==> src/rtl/rv32_pkg.sv <==
// Shared types and constants for the RV32I multi-cycle sequencer.
package rv32_pkg;

  typedef enum logic [2:0] {
    ST_IDLE      = 3'd0,
    ST_FETCH     = 3'd1,
    ST_WAIT_RSP  = 3'd2,
    ST_DECODE    = 3'd3,
    ST_EXECUTE   = 3'd4,
    ST_WRITEBACK = 3'd5,
    ST_TRAP      = 3'd6
  } state_e;

  localparam logic [6:0]  OPC_R   = 7'b0110011;
  localparam logic [6:0]  OPC_I   = 7'b0010011;
  localparam int unsigned PC_STEP = 4;

  // Only register-register and register-immediate ALU ops are supported.
  function automatic logic is_supported_opc(input logic [6:0] opc);
    return (opc == OPC_R) || (opc == OPC_I);
  endfunction

endpackage

==> src/rtl/pc_reg.sv <==
// Program counter: resets to RESET_PC, advances by PC_STEP when enabled.
module pc_reg
  import rv32_pkg::*;
#(
  parameter int unsigned     XLEN     = 32,
  parameter logic [XLEN-1:0] RESET_PC = '0
) (
  input  logic            clk,
  input  logic            rst,
  input  logic            inc_en_i,
  output logic [XLEN-1:0] pc_o
);

  logic [XLEN-1:0] pc_q;
  logic [XLEN-1:0] pc_d;

  // Next PC: step forward on enable; natural wrap at 2^XLEN.
  always_comb begin
    pc_d = pc_q;
    if (inc_en_i) begin
      pc_d = pc_q + XLEN'(PC_STEP);
    end
  end

  // PC register with synchronous reset.
  always_ff @(posedge clk) begin
    if (rst) begin
      pc_q <= RESET_PC;
    end else begin
      pc_q <= pc_d;
    end
  end

  assign pc_o = pc_q;

endmodule

==> src/rtl/multicycle_sequencer.sv <==
// Multi-cycle fetch/decode/execute/writeback sequencer for R/I-type RV32I.
// Owns the FSM, the instruction register and the retire counter; the PC
// lives in pc_reg.
module multicycle_sequencer
  import rv32_pkg::*;
#(
  parameter int unsigned     XLEN     = 32,
  parameter logic [XLEN-1:0] RESET_PC = 32'h0,
  parameter int unsigned     OPCODE   = 7
) (
  input  logic            clk,
  input  logic            rst,
  input  logic            start_i,
  input  logic            halt_i,
  output logic            imem_req_o,
  output logic [XLEN-1:0] imem_addr_o,
  input  logic            imem_gnt_i,
  input  logic            imem_rvalid_i,
  input  logic [XLEN-1:0] imem_rdata_i,
  output logic [XLEN-1:0] instr_o,
  input  logic            reg_write_i,
  output logic [XLEN-1:0] pc_o,
  output logic            alu_en_o,
  output logic            reg_write_o,
  output logic            retire_o,
  output logic [31:0]     retire_cnt_o,
  output logic            busy_o,
  output logic            illegal_o
);

  state_e            state_q, state_d;
  logic [XLEN-1:0]   instr_q, instr_d;
  logic [31:0]       retire_cnt_q, retire_cnt_d;
  logic              illegal_q, illegal_d;
  logic [OPCODE-1:0] opcode;
  logic              in_wb;

  assign opcode = instr_q[OPCODE-1:0];
  assign in_wb  = (state_q == ST_WRITEBACK);

  // Next-state logic.
  always_comb begin
    state_d = state_q;
    unique case (state_q)
      ST_IDLE:      if (start_i)       state_d = ST_FETCH;
      ST_FETCH:     if (imem_gnt_i)    state_d = ST_WAIT_RSP;
      ST_WAIT_RSP:  if (imem_rvalid_i) state_d = ST_DECODE;
      ST_DECODE:    state_d = is_supported_opc(opcode) ? ST_EXECUTE : ST_TRAP;
      ST_EXECUTE:   state_d = ST_WRITEBACK;
      ST_WRITEBACK: state_d = halt_i ? ST_IDLE : ST_FETCH;
      ST_TRAP:      state_d = ST_TRAP;
      default:      state_d = ST_IDLE;
    endcase
  end

  // IR capture, retire counting and sticky illegal flag.
  always_comb begin
    instr_d      = instr_q;
    retire_cnt_d = retire_cnt_q;
    illegal_d    = illegal_q;
    if ((state_q == ST_WAIT_RSP) && imem_rvalid_i) begin
      instr_d = imem_rdata_i;
    end
    if (in_wb) begin
      retire_cnt_d = retire_cnt_q + 32'd1;
    end
    if ((state_q == ST_DECODE) && !is_supported_opc(opcode)) begin
      illegal_d = 1'b1;
    end
  end

  // Sequencer state registers with synchronous reset.
  always_ff @(posedge clk) begin
    if (rst) begin
      state_q      <= ST_IDLE;
      instr_q      <= '0;
      retire_cnt_q <= '0;
      illegal_q    <= 1'b0;
    end else begin
      state_q      <= state_d;
      instr_q      <= instr_d;
      retire_cnt_q <= retire_cnt_d;
      illegal_q    <= illegal_d;
    end
  end

  pc_reg #(
    .XLEN     (XLEN),
    .RESET_PC (RESET_PC)
  ) u_pc_reg (
    .clk      (clk),
    .rst      (rst),
    .inc_en_i (in_wb),
    .pc_o     (pc_o)
  );

  assign imem_req_o   = (state_q == ST_FETCH);
  assign imem_addr_o  = pc_o;
  assign instr_o      = instr_q;
  assign alu_en_o     = (state_q == ST_EXECUTE);
  assign reg_write_o  = in_wb && reg_write_i;
  assign retire_o     = in_wb;
  assign retire_cnt_o = retire_cnt_q;
  assign busy_o       = (state_q != ST_IDLE) && (state_q != ST_TRAP);
  assign illegal_o    = illegal_q;

endmodule

==> config.mk <==
export PLATFORM = sky130hd
export DESIGN_NAME = multicycle_sequencer
export DESIGN_NICKNAME = d
export VERILOG_FILES = /design/src/rtl/rv32_pkg.sv /design/src/rtl/pc_reg.sv /design/src/rtl/multicycle_sequencer.sv
export SDC_FILE = /design/constraint.sdc
export NUM_CORES = 1
export LEC_CHECK = 0
export BUFFER_PORTS_ARGS = -buffer_cell sky130_fd_sc_hd__buf_2
export CAP_MARGIN = 20
export CELL_PAD_IN_SITES_DETAIL_PLACEMENT = 0
export CELL_PAD_IN_SITES_GLOBAL_PLACEMENT = 1
export CORE_UTILIZATION = 35
export DETAILED_ROUTE_END_ITERATION = 8
export GPL_TIMING_DRIVEN = 0
export PLACE_DENSITY_LB_ADDON = 0.25
export SYNTH_ARGS = -nofsm -noshare
export SYNTH_HDL_FRONTEND = slang
export SYNTH_SLANG_ARGS = --single-unit
==> constraint.sdc <==
create_clock -name clk -period 2.28 [get_ports clk]
set_input_delay 0.114 -clock clk [delete_from_list [all_inputs] [get_ports clk]]
set_output_delay 0.114 -clock clk [all_outputs]
set_load 0.01 [all_outputs]
; Word level (Yosys, flattened, before mapping)
; Cells that the tools add are included.
[totals]
reg_bits = 100
in_bits = 39
output_inout_bits = 134
elab_cells = 34
[classes]
n_addsub = 2
eq_ne = 12
n_mux = 6
reduce_logical = 9
[ops]
columns = operator, n
row1 = $add A32 B1 Y32 const B, 1
row2 = $add A32 B3 Y32 const B, 1
row3 = $pmux W3 S7, 1
row4 = $eq A3 B3 Y1 const B, 3
row5 = $mux W3, 3
row6 = $eq A7 B5 Y1 const B, 1
row7 = $eq A7 B6 Y1 const B, 1
row8 = $eq A3 B2 Y1 const B, 2
row9 = $logic_and A1 B1 Y1, 4
row10 = $ne A2 B2 Y1 const B, 2
row11 = $eq A3 B1 Y1 const B, 1
row12 = $logic_not A3 Y1, 1
row13 = $ne A3 B3 Y1 const B, 1
row14 = $reduce_and A3 Y1, 1
row15 = $reduce_bool A3 Y1, 1
row16 = $mux W2, 1
row17 = $ne A2 B1 Y1 const B, 1
row18 = $logic_not A1 Y1, 1
row19 = $logic_or A1 B1 Y1, 1
row20 = $mux W1, 1

; Longest topological paths before layout
; Gate-level depths: netlist of run 1.
[logic_depth]
ltp_word = 4
depth_mapped = 7
mapped_depth_nobuf = 5

; Hierarchy
; Synthesis of run 1 repeated with hierarchy kept, for this count alone.
[unflattened]
hier_cells = 543
hier_area_um2 = 4608.2
[by_module_without_submodules]
columns = mod, n_inst, cells_per_inst, area_per_inst_um2, seq_area_each_um2
row1 = multicycle_sequencer, 1, 378, 3120.5, 1361.3
row2 = pc_reg, 1, 165, 1487.7, 600.6

; Worst setup path after synthesis of run 1
; No wires, ideal clock.
[synth_path]
path_kind = register to register
from = register retire_cnt_q[0], in the netlist retire_cnt_o[0]
to = register retire_cnt_q[18], in the netlist retire_cnt_o[18]
setup_ps = 70
t_arrival_ps = 1856
t_required_ps = 2210
path_slack_ps = 353
path_stages_with_launch = 7
path_buffers = 1
synth_period_minus_slack_ps = 1927
cell_sequence = dfxtp_1 ha_1 nand2_1 or4_4 buf_6 or4_1 a21oi_1
[synth_via]
elab_chain_len = 1
[synth_rtl]
columns = item, line
row1 = "start, declared", multicycle_sequencer.sv:33  ; logic [31:0] retire_cnt_q, retire_cnt_d;
row2 = "start signal, assigned", multicycle_sequencer.sv:82  ; retire_cnt_q <= retire_cnt_d;
row3 = $add A32 B1 Y32, multicycle_sequencer.sv:65  ; retire_cnt_d = retire_cnt_q + 32'd1;
; Every way passes these cells.
; A chain may end at the register's enable or synchronous reset.

; Worst setup path in the final report of run 1
; Same ends and word-level chain as after synthesis.

==> flow_summary.ini, run 1 <==
[power]
ir_worst_vdd_uv = 392
p_per_area_nw_per_um2 = 593
power.leakage_nw = 2.59
power.total_mw = 3.61

[floorplanning]
die_w_um = 117
core_area_sq_um = 12800
num_io_pins = 173
start_util_pct = 36.4
dieArea_sq_um = 13700
rows = 41
die_y_um = 117

[synth]
synthCells = 568
synth_top_area_share_pct = 42.2
synth_enable_flop_cells = 0
netlist_area_sq_um = 4650
synth-seq-cells = 98
ys_seq_area_share_pct = 42.2
synth.area.top_cells = dfxtp_1 (42%), a21oi_1 (7.8%), nand2_1 (7.8%)
synth_ff_type = dfxtp_1
avgSynthCellArea_sq_um = 8.18
synth.distinct_cells = 45
async_flop_share_pct = 0
synth_top_cell_by_area = dfxtp_1
yosysWarnings = 0

[global_routing]
grt_pass1_wl_um = 21100
first_global_vias = 4312
grtUsageMet1_pct = 25.3
grt_max_degree = 14
track_usage_pct = 19.6
grt_use_met2_pct = 31.6
antenna_found_initial = 0
overflow = 0
grt_busiest_layer = met2
met3_usage_pct = 4.63

[sta]
finalCriticalPeriod_ns = 2.14
slew_headroom_pct = 59.8
setup_tns_ns = 0
maxSlewViolCount = 0
period_share_pct = 93.7
clock-skew-final_ns = 0.00480
setup-violations-final = 0
timing.fmax_ghz = 0.468
final_hold_viol_count = 0
holdWs_ns = 0.00962
rsz0062_at_grt = no
tightestPinTransition_ns = 0.599

[clocking]
clk_pin_slew_worst_paths_ns = 0.06
clk_latency_ns = 0.34
cts_max_level = 3
cts_max_path_buffers = 2
cts-buffers-inserted = 9
cts.sink_count = 98
cts_tree = built
root_buffer = clkbuf_16

[outcome]
status = finished clean

[setup_path]
r2r-start = retire_cnt_o[0]
r2r_slack_ns = 0.14
worstPathMaxFanout = 10
crit_path_end_kind = register
worst-r2r-cell-count = 6
start_kind = register
r2r_end = retire_cnt_o[18]
required_ns = 2.55
critPathKind = reg2reg
cp.arrival_ns = 2.41

[cells_and_area]
drive_gt1_share_pct = 30.5
antenna_cells = 0
final_common_cell = buf_2
design_area_sq_um = 6080
fill_cells = 1286
final_cell_mix = buf_2 (170), dfxtp_1 (98), nand2_1 (96)
area_growth_pct = 30.9
layout.cells.non_filler = 935
num-nets-final = 802

[drt]
drcViolationCount = 0
drt_iter0_drc = 265
dr.pass1.iters = 6
vias = 4722
avgRoutedWirePerCell_um = 14.1
viasPerCell = 5.05
routed_wl_um = 13200
ant_nets = 0

[min_path]
holdCritStartpoint = imem_rdata_i[19]
holdPathEnd = instr_o[19]
hold_depth = 3
hold_path_class = in2reg

[place]
dpl.hpwl_um = 9850
port_buffers = 167
dpl-instance-area_sq_um = 5710
place.gp.congestion = 0.842
placed_cells = 910

[job]
max-cap-violations = 0
[what timing repair did]
| action | in CTS | in global routing |
|---|---|---|
| endpoints found under the hold margin | 7 | 0 |
| setup buffers | 0 | 5 |
| setup endpoints to repair | 0 | 5 |
| resized for setup | 0 | 3 |
| hold buffers | 7 | 0 |
[per-stage QoR]
stage	setup slack [ns]	util, %
floorplan	0.353	-
global placement	0.205	44.7
detailed placement	0.180	44.7
CTS	0.109	47.3
global route	0.0285	47.6
finish	0.144	47.6
[area by class of cell]
class / count / area, sq um / area share, %
plain buffers: 65 / 388 / 6.37
clock buffers: 13 / 260 / 4.28
inverters: 11 / 41.3 / 0.679
multi-input cells: 397 / 2270 / 37.4
flip-flops and latches: 98 / 1960 / 32.2
well taps: 172 / 215 / 3.54
repair buffers: 179 / 943 / 15.5
[critical path: stages, from the launching register on]
cell,delay (ns)
dfxtp_1,0.45
ha_1,0.21
nand2_1,0.16
or4_4,0.52
buf_6,0.17
or4_1,0.40
a21oi_1,0.15
[registers in the layout, summed over array words and instances, names as in the netlist]
| name | flops |
|---|---|
| u_pc_reg.pc_o | 30 |
| illegal_o | 1 |
| state_q | 3 |
| instr_o | 32 |
| retire_cnt_o | 32 |
[cell usage after synthesis (7+ instances only)]
library cell  count
a21oi_1          72
or4_1            24
clkbuf_1         24
nand2_1          96
xor2_1           11
nand4_1          23
xnor2_1          13
nor2_1           27
dfxtp_1          98
inv_1            10
nor4_1            9
and4_1           11
and3_1            9
or3_1             8
nand3_1          21
o21ai_0           7
buf_4            35
o31ai_1          24
[how the worst max path moves through the flow]
| stage | startpoint | to | slack (ns) | cells past startpoint |
|---|---|---|---|---|
| after floorplan | retire_cnt_o[0] | retire_cnt_o[18] | 0.35 | 6 |
| after global placement | retire_cnt_o[0] | retire_cnt_o[18] | 0.21 | 6 |
| after detailed placement | retire_cnt_o[0] | retire_cnt_o[18] | 0.18 | 6 |
| after CTS | state_q[1] | reg_write_o | 0.11 | 6 |
| after global routing | state_q[1] | instr_o[27] | 0.03 | 7 |
| final | retire_cnt_o[0] | retire_cnt_o[18] | 0.14 | 6 |
[kinds of logic after synthesis]
kind of cell / after synthesis / synth area share [%]
AND/OR/NAND/NOR: 252 / 28.9
AO/OA/AOI/OAI: 113 / 14.1
flip-flops: 98 / 42.2
buffers and inverters: 76 / 9.21
XOR/XNOR: 24 / 4.52
adder cells (fa/ha/maj): 2 / 0.538
multiplexers: 2 / 0.458
other: 1 / 0.0807
[where the power goes]
group	internal [mW]	switching, mW
registers	1.77	0.0326
logic	0.161	0.249
clock network	0.783	0.616
total	2.71	0.898
[metal layers]
layer  part of all wire, %  wire, um  up-vias
met5                     0         0        -
met4                   1.8       237        0
met3                   6.6       867       15
met2                    46      6050      144
met1                    46      6030     2174
li1                      -         -     2389
No activity file was read; power rests on OpenSTA's default activity.
==> run 2: changes to the inputs <==
clock period = 2.4 ns   (was 2.28 ns; I/O delays follow)
==> run 2 against run 1 <==
Effect of this change: sequential power fell by 5%; count of clock-buffer cells in the layout did not move; clock power fell by 5%; cell area fell by 1.7%; non-clock buffer count fell by 11; flip-flop and latch count did not move; register-to-register slack improved by 0.12 ns; sequential share of layout area rose by 0.57 points; worst setup slack improved by 0.084 ns; combinational power fell by 7.1%; final cell count fell by 1.2%; critical endpoint is now reg_write_o; worst hold slack improved by 0.0054 ns.
==> flow_summary.ini, run 2 (synthesized netlist as in run 1, its figures left out) <==
[sta]
setup_tns_ns = 0
setup-violations-final = 0
period_share_pct = 90.5
final_hold_viol_count = 0
rsz0062_at_grt = no
timing.fmax_ghz = 0.461
finalCriticalPeriod_ns = 2.17
maxSlewViolCount = 0
clock-skew-final_ns = 0.00422
tightestPinTransition_ns = 1.01
slew_headroom_pct = 32.2

[drt]
drt_iter0_drc = 276
dr.pass1.iters = 6
routed_wl_um = 13100
vias = 4650
drcViolationCount = 0
avgRoutedWirePerCell_um = 14.1
ant_nets = 0
viasPerCell = 5.03

[power]
p_per_area_nw_per_um2 = 571
ir_worst_vdd_uv = 375
power.total_mw = 3.42
power.leakage_nw = 2.54

[setup_path]
critPathMaxStageDelay_ns = 0.41
required_ns = 2.28
start_kind = register
crit_path_top_delay_cell = clkbuf_1
worstPathMaxFanout = 10
crit_path_end_kind = output port
cp_common_cell = buf_2
crit_chain = buf_2 > nand3b_1 > inv_2 > clkbuf_1 > and2_1 > buf_2
cp.arrival_ns = 2.05
critPathKind = reg2out

[clocking]
cts_max_path_buffers = 2
cts_hold_buf = 1
cts-buffers-inserted = 9
cts.sink_count = 98
clk_pin_slew_worst_paths_ns = 0.06
root_buffer = clkbuf_16
clk_latency_ns = 0.34
cts_resized = 0
cts_tree = built
cts_max_level = 3
cts_setup_buffers = 0

[place]
port_buffers = 167
dpl.hpwl_um = 9850
place.gp.congestion = 0.842

[floorplanning]
core_area_sq_um = 12800
rows = 41
die_w_um = 117
start_util_pct = 36.4
num_io_pins = 173
dieArea_sq_um = 13700
die_y_um = 117

[cells_and_area]
drive_gt1_share_pct = 30.1
num-nets-final = 791
final_common_cell = buf_2
area_growth_pct = 28.7
antenna_cells = 0
final_cell_mix = buf_2 (170), dfxtp_1 (98), nand2_1 (96)

[global_routing]
antenna_found_initial = 0
overflow = 0
grt_pass1_wl_um = 21000
first_global_vias = 4294
track_usage_pct = 19.6
grt_max_degree = 14

[job]
max-cap-violations = 0

[min_path]
hold_path_class = in2reg

[outcome]
status = finished clean
## run 2: routing by layer
metal / vias to the layer above / wire length [um] / track usage [%]
met1: 2133 / 6090 / 25.3
met4: 0 / 220 / 7.85
met3: 13 / 813 / 4.74
li1: 2368 / - / -
met2: 136 / 5940 / 31.3
met5: - / 0 / 0
## run 2: worst max-delay path, delay by kind of cell, from the launching register on
| family | cells | cell delay (ns) |
|---|---|---|
| flops | 1 | 0.32 |
| buf+inv | 4 | 0.90 |
| simple gates | 2 | 0.49 |
## run 2: path summary, 6_finish.rpt
path / startpoint / endpoint / slack, ns / depth (start not counted)
min: imem_rdata_i[28] / instr_o[28] / 0.02 / 3
max: state_q[1] / reg_write_o / 0.23 / 6
max reg2reg: retire_cnt_o[8] / retire_cnt_o[15] / 0.26 / 5
min reg2reg: instr_o[30] / instr_o[30] / 0.45 / 2
## run 2: report_power, final
group	internal (mW)	switching, mW
registers	1.68	0.0308
clock network	0.744	0.583
logic	0.146	0.236
## run 2: cell type report
class	instances	area, sq um
buffer	65	387
clock buffer	13	260
fill	1291	6790
inverter	11	41.3
multi-input combinational	397	2270
sequential	98	1960
tap	172	215
timing repair buffer	168	846
## run 2: per-stage QoR
step                worst slack (ns)  util [%]  cell area (sq um)  hold WS, ns  std cells
floorplan                      0.473         -               4660        0.256        571
global placement               0.325      44.7               5710        0.360        910
detailed placement             0.300      44.7               5710        0.367        910
CTS                            0.223      46.8               5980     0.000963        924
global route                  0.0155      46.8               5980      0.00520        924
finish                         0.229      46.8               5980       0.0151        924
